===== config.mk =====
export PLATFORM = sky130hd
export DESIGN_NAME = result_packer
export DESIGN_NICKNAME = d
export VERILOG_FILES = /design/src/rtl/result_packer.sv
export SDC_FILE = /design/constraint.sdc
export NUM_CORES = 1
export LEC_CHECK = 0
export CORE_AREA = 2 2 195 197
export CTS_CLUSTER_SIZE = 8
export DETAILED_ROUTE_END_ITERATION = 6
export DIE_AREA = 0 0 197 199
export SYNTH_ARGS = -nofsm -noshare
export SYNTH_HDL_FRONTEND = slang
export SYNTH_SLANG_ARGS = --single-unit

===== constraint.sdc =====
create_clock -name fpga_clk_i -period 3.5 [get_ports fpga_clk_i]
set_input_delay 0.525 -clock fpga_clk_i [delete_from_list [all_inputs] [get_ports fpga_clk_i]]
set_output_delay 0.525 -clock fpga_clk_i [all_outputs]
set_load 0.005 [all_outputs]

===== src/rtl/result_packer.sv =====
// Result packer: tags device results or marker records with a timestamp and buffers them
// ahead of a 64-bit output FIFO that may apply backpressure.
module result_packer #(
  parameter int DEPTH = 4,
  parameter int TS_W  = 24
) (
  input  logic        fpga_clk_i,
  input  logic        reset_i,
  input  logic        timer_tick_i,
  input  logic        ts_clear_i,
  input  logic        data_valid_i,
  input  logic [7:0]  device_i,
  input  logic [31:0] data_i,
  input  logic        marker_i,
  output logic        data_ready_o,
  input  logic        fifo_full_i,
  output logic        fifo_wr_o,
  output logic [63:0] fifo_data_o,
  output logic [15:0] drop_count_o,
  output logic        idle_o
);
  localparam int AW = $clog2(DEPTH);
  localparam int CW = AW + 1;

  logic [TS_W-1:0] ts;
  logic [15:0]     seq;
  logic [AW-1:0]   wr_ptr, rd_ptr;
  logic [CW-1:0]   count;
  logic [63:0]     mem [DEPTH];
  logic [63:0]     word;
  logic            accept, drop, has_head, pop, bypass, push;

  assign data_ready_o = count < CW'(DEPTH);
  assign accept       = data_valid_i && data_ready_o;
  assign drop         = data_valid_i && !data_ready_o;
  assign has_head     = count != '0;
  assign pop          = has_head && !fifo_full_i;
  // An accepted word arriving at an empty buffer goes straight to the output register,
  // which is what gives the one-cycle accept-to-write latency.
  assign bypass       = !has_head && accept && !fifo_full_i;
  assign push         = accept && !bypass;
  assign idle_o       = !has_head && !fifo_wr_o;

  assign word = marker_i ? {8'hFF, 24'(ts), drop_count_o, seq}
                         : {device_i, 24'(ts), data_i};

  always_ff @(posedge fpga_clk_i) begin
    if (reset_i) begin
      ts           <= '0;
      seq          <= '0;
      drop_count_o <= '0;
      wr_ptr       <= '0;
      rd_ptr       <= '0;
      count        <= '0;
      fifo_wr_o    <= 1'b0;
      fifo_data_o  <= '0;
    end else begin
      if (ts_clear_i)        ts <= '0;
      else if (timer_tick_i) ts <= ts + TS_W'(1);

      if (accept && marker_i) seq <= seq + 16'd1;
      if (drop && drop_count_o != 16'hFFFF) drop_count_o <= drop_count_o + 16'd1;

      if (push) wr_ptr <= wr_ptr + AW'(1);
      if (pop)  rd_ptr <= rd_ptr + AW'(1);

      case ({push, pop})
        2'b10:   count <= count + CW'(1);
        2'b01:   count <= count - CW'(1);
        default: count <= count;
      endcase

      fifo_wr_o <= pop || bypass;
      if (pop)         fifo_data_o <= mem[rd_ptr];
      else if (bypass) fifo_data_o <= word;
    end
  end

  // Storage needs no reset: pointers and count define what is valid.
  always_ff @(posedge fpga_clk_i) begin
    if (push) mem[wr_ptr] <= word;
  end
endmodule


# Word-level counts from Yosys, hierarchy flattened
# Memory sizes are Yosys's and may differ from the RTL's. A register that Yosys moved wholly into a read port is not among the register bits.
# Index checks and enable logic that the tools add are counted.
[word_totals]
regBits = 128
ram_bits = 256
in_bits = 47
output_inout_bits = 83
word_cells = 47
memories = 1
[memory_table]
columns = ["memory", "words", "width", "read_ports", "rd_ports_with_merged_regs", "write_ports", "line_no", "rtl"]
rows = [
  ["mem", 4, 64, 1, 1, 1, "29", "logic [63:0] mem [DEPTH];"],
]
[op_classes]
add_sub_neg = 7
n_lt_le_gt_ge = 1
n_eq_ne = 3
muxes = 8
n_reduce_logical = 19
[op_table]
columns = ["operator", "n"]
rows = [
  ["64-bit 2-to-1 mux", 3],
  ["16-bit by 1-bit adder with 16-bit output, second input constant", 2],
  ["24-bit by 1-bit adder with 24-bit output, second input constant", 1],
  ["16-bit != test, second input constant", 1],
  ["1-bit logical AND", 9],
  ["3-bit one-hot mux with 2 select lines", 1],
  ["1-bit logical NOT", 5],
  ["2-bit by 1-bit adder with 2-bit output, second input constant", 2],
  ["2-bit 2-to-1 mux", 2],
  ["2-bit nonzero test", 2],
  ["3-bit by 1-bit adder with 3-bit output, second input constant", 1],
  ["3-bit less-than comparator, second input constant", 1],
  ["3-bit nonzero test", 1],
  ["3-bit by 1-bit subtractor with 3-bit output, second input constant", 1],
  ["2-bit by 1-bit == test with 1-bit output, second input constant", 1],
  ["2-bit == test, second input constant", 1],
  ["1-bit 2-to-1 mux", 2],
  ["2-bit OR reduction", 1],
  ["1-bit logical OR", 1],
]

# Depth between registers and ports, before layout
[logic_depth]
word_depth = 8
mapped_depth = 10
depth_no_buf = 9

# Least setup slack after synthesis
# No wires, ideal clock.
[synth_timing]
kind = "in2reg"
startpoint = "in data_valid_i"
endpoint = "mem mem[1][0] (enable)"
setup_time_ns = 0.429
t_arrival_ns = 2.630
t_required_ns = 3.071
setup_slack_ns = 0.441
cell_stages = 3
n_path_buf = 0
cell_sequence = "inv_1 nor3_1 and2_1"
[synth_between]
elab_chain_cells = 7
[synth_lines]
columns = ["element", "line_no", "rtl"]
rows = [
  ["start, declared", "11", "input logic data_valid_i,"],
  ["1-bit logical AND (*)", "34", "assign accept = data_valid_i && data_ready_o;"],
  ["1-bit logical AND (2 in series)", "40", "assign bypass = !has_head && accept && !fifo_full_i;"],
  ["1-bit logical NOT", "41", "assign push = accept && !bypass;"],
  ["1-bit logical AND (*)", "41", ""],
  ["1-bit 2-to-1 mux (*)", "81", "if (push) mem[wr_ptr] <= word;"],
  ["1-bit 2-to-1 mux (not written as such) (*)", "81", ""],
  ["end, declared", "29", ""],
]
# Every way passes the cells marked *; elsewhere a longest branch is shown, timed or not.

# Worst setup path after layout
[layout_timing]
startpoint = "reg count[2]"
endpoint = "reg fifo_data_o[38]"
[layout_between]
elab_chain_cells = 5
word_cells_on_any_way = 9
classes_between = "1 x order compare; 1 x mux; 7 x reduce/logical"
[layout_lines]
columns = ["element", "line_no", "rtl"]
rows = [
  ["start, declared", "28", "logic [CW-1:0] count;"],
  ["start signal, assigned", "68", "2'b10: count <= count + CW'(1);"],
  ["start signal, assigned", "69", "2'b01: count <= count - CW'(1);"],
  ["start signal, assigned", "70", "default: count <= count;"],
  ["3-bit less-than comparator or 3-bit nonzero test (tied branches)", "33, 36", ""],
  ["1-bit logical AND or 1-bit logical NOT (tied branches)", "34, 40", ""],
  ["1-bit logical AND (2 in series)", "40", ""],
  ["2-bit nonzero test (no line)", "n/a", ""],
  ["end signal, assigned", "74", "if (pop) fifo_data_o <= mem[rd_ptr];"],
  ["end signal, assigned", "75", "else if (bypass) fifo_data_o <= word;"],
  ["end, declared", "18", "output logic [63:0] fifo_data_o,"],
]
# Parallel ways exist; a longest one is shown, timed or not.
# A chain may end at the register's enable or synchronous reset.

==> flow_summary.ini <==
[status]
status = completed

[min_path]
hold_path.startpoint = reset_i
hold_depth = 2
min-delay-path-class = primary input to flip-flop
hold_path_end = drop_count_o[0]

[clocking]
post_cts.resized_instances = 0
numCtsBuffers = 54
cts_post_setup_buffers_inserted = 0
clock_insertion_delay_at_the_later_pin_of_the_skew_report_ns = 0.55
cts_max_path_buffers = 3
cts.root.buffer_cell = clkbuf_16
tritoncts = yes
htree_levels = 2
clkSlewWorstSetupHoldPaths_ns = 0.05
hold_buffers = 0
clock-sinks = 386

[floorplan]
floorplan.initialDensity_pct = 41.7
full_die_area_mm2 = 0.0392
row_count = 71
die_x_um = 197
fp.coreArea_mm2 = 0.0371
top_level_ports = 130
die-height_um = 199

[final_layout]
finalNetCount = 1296
final_cell_count_no_fill = 1757
antenna_cells_inserted = 0
fillCellCount = 3172
post_route_cells_drive_above_1_share_pct = 16.2
area.growth.synth_to_final_pct = 22.7

[pwr]
clock_power_share_pct = 35.7
power.switching_fraction_pct = 26.8
power_report.internal_total_w = 0.00989
p_sw_w = 0.00361
leakagePower_nw = 6.06
power_frac_comb_pct = 21.8
power_per_cell_area_mw_per_mm2 = 711
reg_power_share_pct = 42.6
vdd.ir_drop.worst_v = 0.000565

[logic_synthesis]
synth.distinct_cells = 43
synthesis.yosys.warnings = 0
syn-mean-instance-area_um2 = 14.1
netlist_instances = 1099
mappedNetlistArea_mm2 = 0.0155
synth_nets = 1155
register_area_share_after_synthesis_pct = 66.5
ys_seq_elements = 386

[timing]
hold_viol_final = 0
tightest_slew_ns = 0.930
rsz0062_at_grt = no
maxSlewHeadroom_pct = 38.0
timing.final.crit_share_pct = 70.7
slew_viol_final = 0
fin_setup_tns_ns = 0
setup_viol = 0
layout_min_cycle_time_ns = 2.47
fmaxAchievable_ghz = 0.404
finClkSkew_ns = 0.0122

[grt]
first_global_vias = 9822
global_route.usage.total_pct = 18.4
globalRouteOverflowTotal = 0
maximum_number_of_pins_on_one_net_before_global_route_repair = 101
antenna_found_initial = 0
wire_length_of_the_first_global_routing_pass_mm = 55.9

[route]
drt_iter0_drc = 558
wl_per_cell_um = 20.3
num_vias = 9594
detail_route.drc_violations = 0
ant_nets = 0
detailedRoute.firstPassIterationCount = 5
finalWirelength_mm = 35.6
drt-vias-per-instance = 5.46

[place]
final_weighted_congestion_in_routability_driven_placement = 0.765
place_hpwl_mm = 20.7
place_inst = 1658
port-buffer-count = 129

[setup_path]
setup.reg_to_reg.worst_slack_ns = 1.03
worst_reg_to_reg_cells = 5
critical_path.max_fanout = 64
rr_endpoint = fifo_data_o[38]
beginning_of_the_critical_path = count[2]
regToRegStartpoint = count[2]
setup_crit_path_kind = flip-flop to flip-flop
worst_setup_path_end_kind = flip-flop
critical_path_required_ns = 3.94
cp-start-kind = flip-flop
worstPathArrival_ns = 2.92

[job]
cap_viol_max_count = 0
==> Yosys cell counts (all sizes together) <==
cell	instances	area, um^2
or3	14	87.6
nor3b	1	7.51
mux2i	5	50.1
a311oi	64	561
nand3b	2	15.0
o41ai	2	17.5
nand4	20	140
or2	13	81.3
ha	8	100
fa	1	20.0
and4	4	35.0
and2	5	31.3
mux4	64	1440
xor2	13	114
inv	17	63.8
or4b	1	10.0
mux2	33	372
nand4b	1	15.0
buf	26	123
a211oi	1	7.51
and3	2	12.5
nand3	19	95.1
o211ai	1	7.51
clkbuf	42	158
o21ai	13	65.1
a31o	2	17.5
nor2	105	394
dfxtp	130	2600
nor3	10	50.1
or4	14	109
nand2	141	529
nor2b	2	12.5
nor4	7	43.8
nor4b	1	8.76
and4b	1	10.0
edfxtp	256	7690
o31ai	13	97.6
xnor2	15	131
a21oi	30	150
==> critical path: stages (launching register included) <==
cell and delay (ns):
dfxtp_1 0.43, nor3_1 0.51, or2_2 0.23, buf_4 0.73, nand2_1 0.13, a311oi_1 0.32
==> power by group through the flow <==
stage	Sequential, W	Combinational, W	Clock [W]
6_report	0.00575	0.00294	0.00481
5_1_grt	0.00580	0.00324	0.00512
4_1_cts	0.00576	0.00301	0.00492
3_5_place_dp	0.00584	0.00299	0
3_3_place_gp	0.00582	0.00296	0
2_1_floorplan	0.00575	0.00187	0
==> cells by family (layout without fill, tap and decap cells) <==
logic type               count (synthesis)  in the layout  synth area share (%)
XOR/XNOR                                28             28                  1.58
AND/OR/NAND/NOR                        363            363                  10.9
buffers and inverters                   85            269                  2.22
flip-flops                             386            386                  66.5
AO/OA/AOI/OAI                          126            126                  5.97
adder cells (fa/ha/maj)                  9              9                 0.776
multiplexers                           102            102                  12.0
==> placed cells by master, fill, tap and decap left out, types with 2 or more instances in the layout <==
cell type and n:
a21oi_1 29, a311oi_1 64, a31o_2 2, and2_2 4, and3_1 2, and4_1 4, buf_12 10, buf_4 15
clkbuf_1 41, clkbuf_16 57, clkdlybuf4s50_1 127, dfxtp_1 128, edfxtp_1 256, ha_1 8, inv_1 16, mux2_2 33
mux2i_1 5, mux4_2 64, nand2_1 141, nand3_1 19, nand3b_1 2, nand4_1 19, nor2_1 105, nor2b_1 2
nor3_1 10, nor4_1 7, o21ai_0 13, o31ai_1 13, o41ai_1 2, or2_2 13, or3_1 14, or4_1 13
xnor2_1 15, xor2_1 13
==> final cells by class <==
class	count	area, um^2	area share (%)
flip-flops and latches	386	10300	54.2
clock inverters	1	8.76	0.0461
multi-input cells	628	4860	25.6
repair buffers	153	1590	8.37
well taps	474	593	3.12
inverters	17	63.8	0.336
clock buffers	98	1580	8.32
==> through the flow <==
stage	util, %	cell area, um^2	hold WS (ns)	setup WS, ns	total power (W)
after floorplan	-	15500	0.455	0.441	0.00762
after global placement	46.8	17400	0.479	0.767	0.00878
after detailed placement	46.8	17400	0.492	0.723	0.00883
after CTS	51.1	19000	0.430	1.00	0.0137
after global routing	51.1	19000	0.446	0.814	0.0142
final	51.1	19000	0.456	1.03	0.0135
==> sequential cells by signal, summed over array words and instances, names as in the netlist, named ones only <==
signal,cells
rd_ptr,2
seq,16
drop_count_o,16
ts,24
fifo_wr_o,1
mem,256
count,3
fifo_data_o,64
wr_ptr,2
==> per-layer routing <==
| metal | track usage, % | wire, um | vias up |
|---|---|---|---|
| li1 | - | - | 4496 |
| met1 | 24.7 | 15600 | 4804 |
| met2 | 31.1 | 17400 | 240 |
| met3 | 3.10 | 1900 | 54 |
| met4 | 5.18 | 746 | 0 |
| met5 | 0 | 0 | - |
==> how the worst max path moves through the flow <==
stage	to	slack (ns)	cells past startpoint
global route	fifo_data_o[49]	0.81	5
finish	fifo_data_o[38]	1.03	5
floorplan	mem[1][0]	0.44	3
detailed placement	count[2]	0.72	11
global placement	count[2]	0.77	11
CTS	fifo_data_o[49]	1.00	5
Note: power is estimated with default switching activity, not from simulation.
